`src/rtl/m24c_pkg.sv`:
```
// Shared definitions for the M24Cxx transaction sequencer: state encoding,
// device-type code and the device-select byte builder.
package m24c_pkg;

  typedef enum logic [3:0] {
    S_IDLE,
    S_DSW,
    S_ADDR,
    S_DSR,
    S_RDB,
    S_WRB,
    S_STOP,
    S_POLL,
    S_FIN
  } state_t;

  localparam logic [3:0] DEV_TYPE       = 4'b1010;
  localparam int         PAGE_BYTES_DEF = 16;

  function automatic logic [7:0] devsel(input logic [2:0] chip, input logic rw);
    return {DEV_TYPE, chip, rw};
  endfunction

endpackage

```
`src/rtl/m24c_poll_ctr.sv`:
```
// Post-write ACK-poll retry counter: load with the retry budget, decrement
// per NACKed poll, expire flags that the current NACK is the last allowed.
module m24c_poll_ctr #(
  parameter int MAX = 255
) (
  input  logic clock,
  input  logic reset_n,
  input  logic load,
  input  logic dec,
  output logic expire
);

  localparam int W = (MAX < 2) ? 1 : $clog2(MAX + 1);

  logic [W-1:0] cnt;

  always_ff @(posedge clock or negedge reset_n) begin
    if (!reset_n) begin
      cnt <= '0;
    end else if (load) begin
      cnt <= W'(MAX);
    end else if (dec && (cnt != '0)) begin
      cnt <= cnt - W'(1);
    end
  end

  assign expire = (cnt <= W'(1));

endmodule

```
`src/rtl/m24c_xfer_seq.sv`:
```
// Sequences one host read/write command into ordered I2C byte-engine
// operations, including the page-boundary check and post-write ACK polling.
module m24c_xfer_seq
  import m24c_pkg::*;
#(
  parameter int ACK_POLL_MAX = 255,
  parameter int PAGE_BYTES   = PAGE_BYTES_DEF
) (
  input  logic       clock,
  input  logic       reset_n,
  input  logic       cmd_valid,
  output logic       cmd_ready,
  input  logic       cmd_op,
  input  logic [2:0] cmd_chip,
  input  logic [7:0] cmd_addr,
  input  logic [3:0] cmd_len,
  input  logic [7:0] wr_data,
  input  logic       wr_valid,
  output logic       wr_ready,
  output logic [7:0] rd_data,
  output logic       rd_valid,
  output logic       eng_go,
  output logic [7:0] eng_byte,
  output logic       eng_read,
  output logic       eng_start,
  output logic       eng_ack,
  output logic       eng_stop,
  input  logic       eng_done,
  input  logic       eng_nack,
  input  logic [7:0] eng_rdata,
  output logic       busy,
  output logic       done,
  output logic       error
);

  state_t     state_q, state_d;
  logic       pend_q;
  logic       rdy_q;
  logic       error_q;
  logic       rd_valid_q;
  logic [7:0] rd_data_q;

  logic       rw_q;
  logic [2:0] chip_q;
  logic [7:0] addr_q;
  logic [3:0] cnt_q;

  logic [7:0] byte_q;
  logic       read_q, start_q, ack_q, stop_q;

  logic [7:0] op_byte;
  logic       op_read, op_start, op_ack, op_stop, op_can;
  logic       accept, err_set, cnt_dec, poll_load, poll_dec, poll_expire;
  logic       op_done, reject;
  logic [8:0] page_end;

  assign page_end = 9'(cmd_addr & 8'(PAGE_BYTES - 1)) + 9'(cmd_len) + 9'd1;
  assign reject   = cmd_op && (page_end > 9'(PAGE_BYTES));
  assign op_done  = pend_q && eng_done;

  m24c_poll_ctr #(
    .MAX (ACK_POLL_MAX)
  ) u_poll_ctr (
    .clock   (clock),
    .reset_n (reset_n),
    .load    (poll_load),
    .dec     (poll_dec),
    .expire  (poll_expire)
  );

  always_ff @(posedge clock or negedge reset_n) begin
    if (!reset_n) begin
      state_q <= S_IDLE;
    end else begin
      state_q <= state_d;
    end
  end

  always_comb begin
    state_d   = state_q;
    op_byte   = 8'h00;
    op_read   = 1'b0;
    op_start  = 1'b0;
    op_ack    = 1'b0;
    op_stop   = 1'b0;
    op_can    = 1'b0;
    accept    = 1'b0;
    err_set   = 1'b0;
    cnt_dec   = 1'b0;
    poll_load = 1'b0;
    poll_dec  = 1'b0;
    case (state_q)
      S_IDLE: begin
        if (cmd_valid && rdy_q) begin
          accept  = 1'b1;
          state_d = reject ? S_FIN : S_DSW;
        end
      end
      S_DSW: begin
        op_byte  = devsel(chip_q, 1'b0);
        op_start = 1'b1;
        op_ack   = 1'b1;
        op_can   = 1'b1;
        if (op_done) begin
          state_d = eng_nack ? S_STOP : S_ADDR;
          err_set = eng_nack;
        end
      end
      S_ADDR: begin
        op_byte = addr_q;
        op_ack  = 1'b1;
        op_can  = 1'b1;
        if (op_done) begin
          state_d = eng_nack ? S_STOP : (rw_q ? S_WRB : S_DSR);
          err_set = eng_nack;
        end
      end
      S_DSR: begin
        op_byte  = devsel(chip_q, 1'b1);
        op_start = 1'b1;
        op_ack   = 1'b1;
        op_can   = 1'b1;
        if (op_done) begin
          state_d = eng_nack ? S_STOP : S_RDB;
          err_set = eng_nack;
        end
      end
      S_RDB: begin
        // Master ACKs every byte but the last, which is NACKed and closed with stop
        op_read = 1'b1;
        op_ack  = (cnt_q != 4'd0);
        op_stop = (cnt_q == 4'd0);
        op_can  = 1'b1;
        if (op_done) begin
          if (cnt_q == 4'd0) state_d = S_FIN;
          else               cnt_dec = 1'b1;
        end
      end
      S_WRB: begin
        op_byte = wr_data;
        op_ack  = 1'b1;
        op_stop = (cnt_q == 4'd0);
        op_can  = wr_valid;
        if (op_done) begin
          if (eng_nack) begin
            state_d = S_STOP;
            err_set = 1'b1;
          end else if (cnt_q == 4'd0) begin
            state_d   = S_POLL;
            poll_load = 1'b1;
          end else begin
            cnt_dec = 1'b1;
          end
        end
      end
      S_STOP: begin
        op_stop = 1'b1;
        op_can  = 1'b1;
        if (op_done) state_d = S_FIN;
      end
      S_POLL: begin
        op_byte  = devsel(chip_q, 1'b0);
        op_start = 1'b1;
        op_ack   = 1'b1;
        op_stop  = 1'b1;
        op_can   = 1'b1;
        if (op_done) begin
          if (!eng_nack) begin
            state_d = S_FIN;
          end else if (poll_expire) begin
            state_d = S_FIN;
            err_set = 1'b1;
          end else begin
            poll_dec = 1'b1;
          end
        end
      end
      S_FIN:   state_d = S_IDLE;
      default: state_d = S_IDLE;
    endcase
  end

  always_ff @(posedge clock or negedge reset_n) begin
    if (!reset_n) begin
      pend_q     <= 1'b0;
      rdy_q      <= 1'b0;
      error_q    <= 1'b0;
      rd_valid_q <= 1'b0;
      rd_data_q  <= 8'h00;
    end else begin
      rdy_q      <= 1'b1;
      rd_valid_q <= op_done && (state_q == S_RDB);
      if (op_done && (state_q == S_RDB)) rd_data_q <= eng_rdata;
      if (eng_go)       pend_q <= 1'b1;
      else if (op_done) pend_q <= 1'b0;
      if (accept)       error_q <= reject;
      else if (err_set) error_q <= 1'b1;
    end
  end

  // Command fields and the in-flight operation are data; they need no reset
  always_ff @(posedge clock) begin
    if (accept) begin
      rw_q   <= cmd_op;
      chip_q <= cmd_chip;
      addr_q <= cmd_addr;
      cnt_q  <= cmd_len;
    end else if (cnt_dec) begin
      cnt_q <= cnt_q - 4'd1;
    end
    if (eng_go) begin
      byte_q  <= op_byte;
      read_q  <= op_read;
      start_q <= op_start;
      ack_q   <= op_ack;
      stop_q  <= op_stop;
    end
  end

  // Controls come from the live decode on the go cycle, then from the held copy
  assign eng_go    = op_can && !pend_q;
  assign eng_byte  = pend_q ? byte_q  : op_byte;
  assign eng_read  = pend_q ? read_q  : op_read;
  assign eng_start = pend_q ? start_q : op_start;
  assign eng_ack   = pend_q ? ack_q   : op_ack;
  assign eng_stop  = pend_q ? stop_q  : op_stop;

  assign wr_ready  = eng_go && (state_q == S_WRB);
  assign cmd_ready = rdy_q && (state_q == S_IDLE);
  assign busy      = (state_q != S_IDLE);
  assign done      = (state_q == S_FIN);
  assign error     = error_q;
  assign rd_valid  = rd_valid_q;
  assign rd_data   = rd_data_q;

endmodule

```
`config.mk`:
```
export PLATFORM = sky130hd
export DESIGN_NAME = m24c_xfer_seq
export DESIGN_NICKNAME = d
export VERILOG_FILES = /design/src/rtl/m24c_pkg.sv /design/src/rtl/m24c_poll_ctr.sv /design/src/rtl/m24c_xfer_seq.sv
export SDC_FILE = /design/constraint.sdc
export NUM_CORES = 1
export LEC_CHECK = 0
export BUFFER_PORTS_ARGS = -buffer_cell sky130_fd_sc_hd__clkbuf_2
export CORE_MARGIN = 3
export CORE_UTILIZATION = 30
export CTS_CLUSTER_SIZE = 30
export DETAILED_ROUTE_END_ITERATION = 8
export GPL_TIMING_DRIVEN = 0
export PLACE_DENSITY_LB_ADDON = 0.3
export SLEW_MARGIN = 20
export SYNTH_ARGS = -nofsm -noshare
export SYNTH_HDL_FRONTEND = slang
export SYNTH_HIERARCHICAL = 1
export SYNTH_SLANG_ARGS = --single-unit
```
`constraint.sdc`:
```
create_clock -name clock -period 3.1 [get_ports clock]
set_input_delay 0.465 -clock clock [delete_from_list [all_inputs] [get_ports clock]]
set_output_delay 0.465 -clock clock [all_outputs]
set_load 0.02 [all_outputs]
```
=== Word-level counts from Yosys, hierarchy flattened ===
Cells that the tools add are included.

* Bits of input ports: 38
* Output and inout port bits: 27
* Flip-flop bits (word level): 52
* Logic and storage cells: 127

* Muxes and demuxes: 60
* $lt $le $gt $ge: 2
* $add $sub $neg: 4
* Equal/unequal tests: 19
* Reductions and logical operators: 26

{| class="wikitable"
|+ Operators by type and width
! cell !! count
|-
| two-way mux 4 bit || 16
|-
| one-hot mux 4 bit (8 select lines) || 1
|-
| one-hot mux 8 bit (4 select lines) || 1
|-
| two-way mux 1 bit || 30
|-
| two-way mux 8 bit || 3
|-
| != test 2 bit, second input constant || 9
|-
| == test 4 x 3 -> 1 bit, second input constant || 4
|-
| AND reduction 11 bit || 1
|-
| two-way mux 3 bit || 3
|-
| == test 4 x 2 -> 1 bit, second input constant || 2
|-
| less-or-equal comparator 8 x 1 -> 1 bit, second input constant || 1
|-
| logical AND 1 bit || 8
|-
| logical NOT 4 bit || 2
|-
| one-hot mux 1 bit (2 select lines) || 4
|-
| nonzero test 2 bit || 4
|-
| nonzero test 4 bit || 2
|-
| nonzero test 8 bit || 1
|-
| subtractor 8 x 1 -> 8 bit, second input constant || 1
|-
| adder 5 x 1 -> 6 bit, second input constant || 1
|-
| greater-than comparator 6 x 5 -> 1 bit, second input constant || 1
|-
| != test 3 bit, second input constant || 2
|-
| OR reduction 2 bit || 3
|-
| OR reduction 3 bit || 2
|-
| OR reduction 6 bit || 1
|-
| 8 further kinds || 8
|}

=== Logic depth before layout (Yosys ltp) ===
* Depth in word-level cells: 8
* Mapped depth: 9
* Depth with buffers taken out: 9

=== Modules after synthesis ===
Netlist, hierarchy kept.

{| class="wikitable"
|+ By module, submodules not included
! module !! area each (µm²) !! sequential area each (µm²) !! cells an instance !! times used
|-
| m24c_xfer_seq || 2351.0 || 1241.2 || 203 || 1
|-
| m24c_poll_ctr || 489.2 || 200.2 || 50 || 1
|}

=== Least setup slack after synthesis ===
OpenSTA, ideal clock, no wires.

* Path kind: register to register
* From: reg pend_q
* To: reg u_poll_ctr.cnt[3]
* Buffers on the path: 1
* Path slack: 812 ps
* Arrival time: 2157 ps
* Stages on the path, launching flop included: 7
* Clock period less this slack: 2288 ps
* Required time: 2968 ps
* Library setup time: 132 ps
* Cell sequence: dfrtp_1 clkbuf_1 nand2_1 nor4_1 or3b_2 o21ai_0 or3b_1

* Word-level cells in the longest chain between the ends: 5
* Elaborated cells on any way between the ends: 8
* Classes of those cells: 5 x mux; 3 x reduce/logical

{| class="wikitable"
|+ RTL lines
! item !! line !! text
|-
| start: declaration || m24c_xfer_seq.sv:37 || <nowiki>logic pend_q;</nowiki>
|-
| start signal: assignment || m24c_xfer_seq.sv:185 || <nowiki>pend_q <= 1'b0;</nowiki>
|-
| start signal: assignment || m24c_xfer_seq.sv:194 || <nowiki>if (eng_go) pend_q <= 1'b1;</nowiki>
|-
| start signal: assignment || m24c_xfer_seq.sv:195 || <nowiki>else if (op_done) pend_q <= 1'b0;</nowiki>
|-
| logical AND 1 bit || m24c_xfer_seq.sv:59 || <nowiki>assign op_done = pend_q && eng_done;</nowiki>
|-
| two-way mux 1 bit || m24c_xfer_seq.sv:167 || <nowiki>if (op_done) begin</nowiki>
|-
| two-way mux 1 bit || m24c_xfer_seq.sv:92 || <nowiki>case (state_q)</nowiki>
|-
| via poll_dec || m24c_xfer_seq.sv:53 || <nowiki>logic accept, err_set, cnt_dec, poll_load, poll_dec, poll_expire;</nowiki>
|-
| logical AND 1 bit || m24c_poll_ctr.sv:22 || <nowiki>end else if (dec && (cnt != '0)) begin</nowiki>
|-
| nonzero test 2 bit (no source line) || -- ||
|-
| end signal: assignment || m24c_poll_ctr.sv:21 || <nowiki>cnt <= W'(MAX);</nowiki>
|-
| end signal: assignment || m24c_poll_ctr.sv:23 || <nowiki>cnt <= cnt - W'(1);</nowiki>
|-
| end: declaration || m24c_poll_ctr.sv:15 || <nowiki>logic [W-1:0] cnt;</nowiki>
|}

The timed path passes the listed nets, and every way through them passes these cells.
A chain may end at the register's enable or synchronous reset.

=== Worst setup path after layout ===
* From: reg state_q[0]
* To: out eng_go

* Word-level cells in the longest chain between the ends: 4
* Elaborated cells on any way between the ends: 10
* Classes of those cells: 7 x eq/ne; 1 x mux; 2 x reduce/logical

{| class="wikitable"
|+ RTL lines
! item !! line !! text
|-
| start: declaration || m24c_xfer_seq.sv:36 || <nowiki>state_t state_q, state_d;</nowiki>
|-
| start signal: assignment || m24c_xfer_seq.sv:75 || <nowiki>state_q <= state_d;</nowiki>
|-
| == test 4 x 3 -> 1 bit, or another cell as far along || m24c_xfer_seq.sv:92 ||
|-
| OR reduction 6 bit (no source line) || -- ||
|-
| one-hot mux 1 bit (2 select lines) * || m24c_xfer_seq.sv:92 ||
|-
| logical AND 1 bit * || m24c_xfer_seq.sv:221 || <nowiki>assign eng_go = op_can && !pend_q;</nowiki>
|-
| end: declaration || m24c_xfer_seq.sv:22 || <nowiki>output logic eng_go,</nowiki>
|}

Mark *: on every way between the ends. The rest lies on a longest branch, timed or not.

==> results.md <==
- Status: finished, final reports clean
- Main synth FF type: edfxtp_1
- WP data arrival: 2.29 ns
- Worst clock skew: 0.00719 ns
- Final Hold Viols: 0
- DR pass1 iterations: 4
- Peak VDD IR: around 0.26 mV
- Later-pin clock latency in the skew report: just over 0.3 ns
- Initial antenna violation count: 0
- Count leader, synth: edfxtp_1
- TNS Setup: 0 ns
- Max-cap violations: 0
- Avg Inst Size Synth: ~11 um^2
- Final slew viol count: 0
- Cell Area, Synth: ~2800 um^2
- Critical path peak fanout: 13
- Design Area, Final: around 3400 um^2
- CTS resizes: 0
- Nets: around 370
- Unrepaired setup endpoints after global routing: false
- Routability cong.: about 0.79
- Top post-synthesis cells by count: edfxtp_1 (28), nor2_1 (25), dfrtp_1 (24), nand2_1 (20)
- # H-tree levels: 2
- Final setup violation count: 0
- CTS hold repair buffers: 0
- Final ANT Viol Nets: 0
- Net Count, Synth: 300
- Main area contributors after synthesis: edfxtp_1 (30%), dfrtp_1 (21%), mux2_2 (6.7%), ha_1 (3.5%), nor2_1 (3.3%)
- Synth cell types: 62
- Headroom to the max-slew limit: 0.536
- Static leakage: ~1.5 nW
- Area grow syn2layout: 19.9%
- First-pass GRT wire length: ~10000 um
- Die X: ~100 um
- Minimum clock period: roughly 2.8 ns
- Fin crit share: 0.887
- Num CTS Buffers: 5
- Clock-pin slew on the worst setup and hold paths: roughly 0.10 ns
- Post-synth EDFFs: 28
- CORE AREA: between 8000 and 9000 um^2
- Final WL: about 6200 um
- CP max-delay cell: dfrtp_1
- Largest area contributor in the netlist: edfxtp_1
- DRC Markers: 0
- Share of flip-flops with an asynchronous set or reset: 0.462
- Postcts setup bufs: 0
- Drt first-iter violations: 131
- Worst Setup End Kind: output pin
- Die height: approximately 100 um
- Rows: 34
- Placed Instance Area: roughly 3300 um^2
- Vias per inst: ~4.8
- Post-synth top area share: 0.296
- Largest net degree at the start of global routing: 25
- Vias in the first global route: between 2000 and 2500
- WL/cell: 13.8 um
- Mapped Cells: 253
- CP Launch Type: flop
- CTS tree: built
- Starting Density: 0.316
- Clk sinks: 52
- Fmax: roughly 0.36 GHz
- #FFs+latches synth: 52
- Worst path required time: around 2.6 ns
- Worst stage delay on the critical path: 0.38 ns
- Io pins: between 60 and 70
- Worst-case clock buffer depth: 2
- Remaining global-route overflow: 0
- Die area: between 10000 and 15000 um^2
- Sequential share of the synthesized area: 0.507
- Yosys Warn Count: 6
- I/O Buffers: 64
- Pwr dens: ~910 nW/um^2
- Share of post-route cells with drive strength above 1: 0.342
- Critical path type: reg2out
- Root buffer cell: clkbuf_8
- Tot GR Track Use: 0.121
- Layout Utilization: 0.379
- DR vias: about 2200
- Crit-path cells: buf_2 -> buf_2 -> nand2_1 -> nor2_1 -> nor2_1 -> o21ai_0 -> inv_1 -> clkbuf_2
- Worst hold-check path type: in2async
- N_diodes: 0
- Worst Tran Pin Value: 0.689 ns
- Post-detail-place hpwl: 4880 um
- Power, Total: 0.00311 W
sequential cells by signal (all words and copies together), names as in the netlist, 3 cells and up:
register        cells
rd_data             8
addr_q              8
chip_q              3
state_q             4
u_poll_ctr/cnt      8
cnt_q               4
byte_q              8
final cells by class:
| cell class | count | area, um^2 |
|---|---|---|
| Inverter | 16 | 60.1 |
| Clock inverter | 3 | 17.5 |
| Buffer | 9 | 56.3 |
| Clock buffer | 5 | 68.8 |
| Fill cell | 904 | 5570 |
| Sequential cell | 52 | 1440 |
| Tap cell | 126 | 158 |
| Multi-Input combinational cell | 176 | 1280 |
| Timing Repair Buffer | 64 | 320 |
stage by stage:
step | instances | hold slack (ns) | setup WS [ns]
2_1_floorplan | 253 | 0.169 | 0.812
3_3_place_gp | 443 | 0.493 | 0.505
3_5_place_dp | 443 | 0.498 | 0.511
4_1_cts | 451 | 0.181 | 0.344
5_1_grt | 451 | 0.204 | 0.104
6_report | 451 | 0.155 | 0.350
worst paths after layout:
kind | cells past startpoint | end | from | slack [ns]
max | 8 | eng_go | state_q[0] | 0.35
min | 1 | rd_data[2] | reset_n | 0.15
max reg2reg | 6 | u_poll_ctr/cnt[3] | pend_q | 0.49
min reg2reg | 1 | rd_data[3] | rd_data[3] | 0.52
max in group asynchronous | 1 | u_poll_ctr/cnt[2] | reset_n | 2.53
min in group clock | 1 | addr_q[4] | cmd_addr[4] | 0.33
metal layers:
layer / vias up / GRT usage / share of wire
li1: 1059 / - / -
met1: 1044 / 0.175 / 0.48
met2: 60 / 0.177 / 0.45
met3: 10 / 0.0275 / 0.052
met4: 0 / 0.0478 / 0.023
met5: - / 0 / 0
where the power goes:
group	total, W	switching (W)	internal [W]	leakage, nW
Combinational	0.00162	0.00101	0.000616	0.880
Sequential	0.00110	0.0000945	0.00101	0.575
Clock	0.000387	0.000229	0.000158	0.0460
layout by cell type, fill, tap and decap left out, types with 3 or more instances in the layout:
| cell | n |
|---|---|
| and2_1 | 4 |
| a22oi_1 | 3 |
| buf_2 | 3 |
| nor2_1 | 25 |
| mux2i_1 | 5 |
| mux2_2 | 17 |
| nand3_1 | 3 |
| clkbuf_1 | 3 |
| clkbuf_2 | 64 |
| nor2b_1 | 6 |
| a21oi_1 | 8 |
| dfrtp_1 | 24 |
| nor4_1 | 4 |
| nand2_1 | 20 |
| o21ai_0 | 17 |
| nand2b_1 | 3 |
| nor3_1 | 3 |
| ha_1 | 8 |
| a2111oi_0 | 3 |
| clkbuf_8 | 5 |
| inv_1 | 15 |
| a211oi_1 | 3 |
| edfxtp_1 | 28 |
critical path, delay by kind of cell, from the launching register on:
kind	cells	cell delay (ns)
compound gates	1	0.32
buf+inv	4	1.06
flops	1	0.38
simple gates	3	0.22
kinds of logic after synthesis:
kind of cell	count (synthesis)	synth area share
XOR/XNOR	3	0.00925
adder cells (fa/ha/maj)	9	0.0423
multiplexers	22	0.0850
flip-flops	52	0.507
AND/OR/NAND/NOR	90	0.190
buffers and inverters	25	0.0410
AO/OA/AOI/OAI	51	0.124
other	1	0.00132
Power figures use the tool's default switching activity.
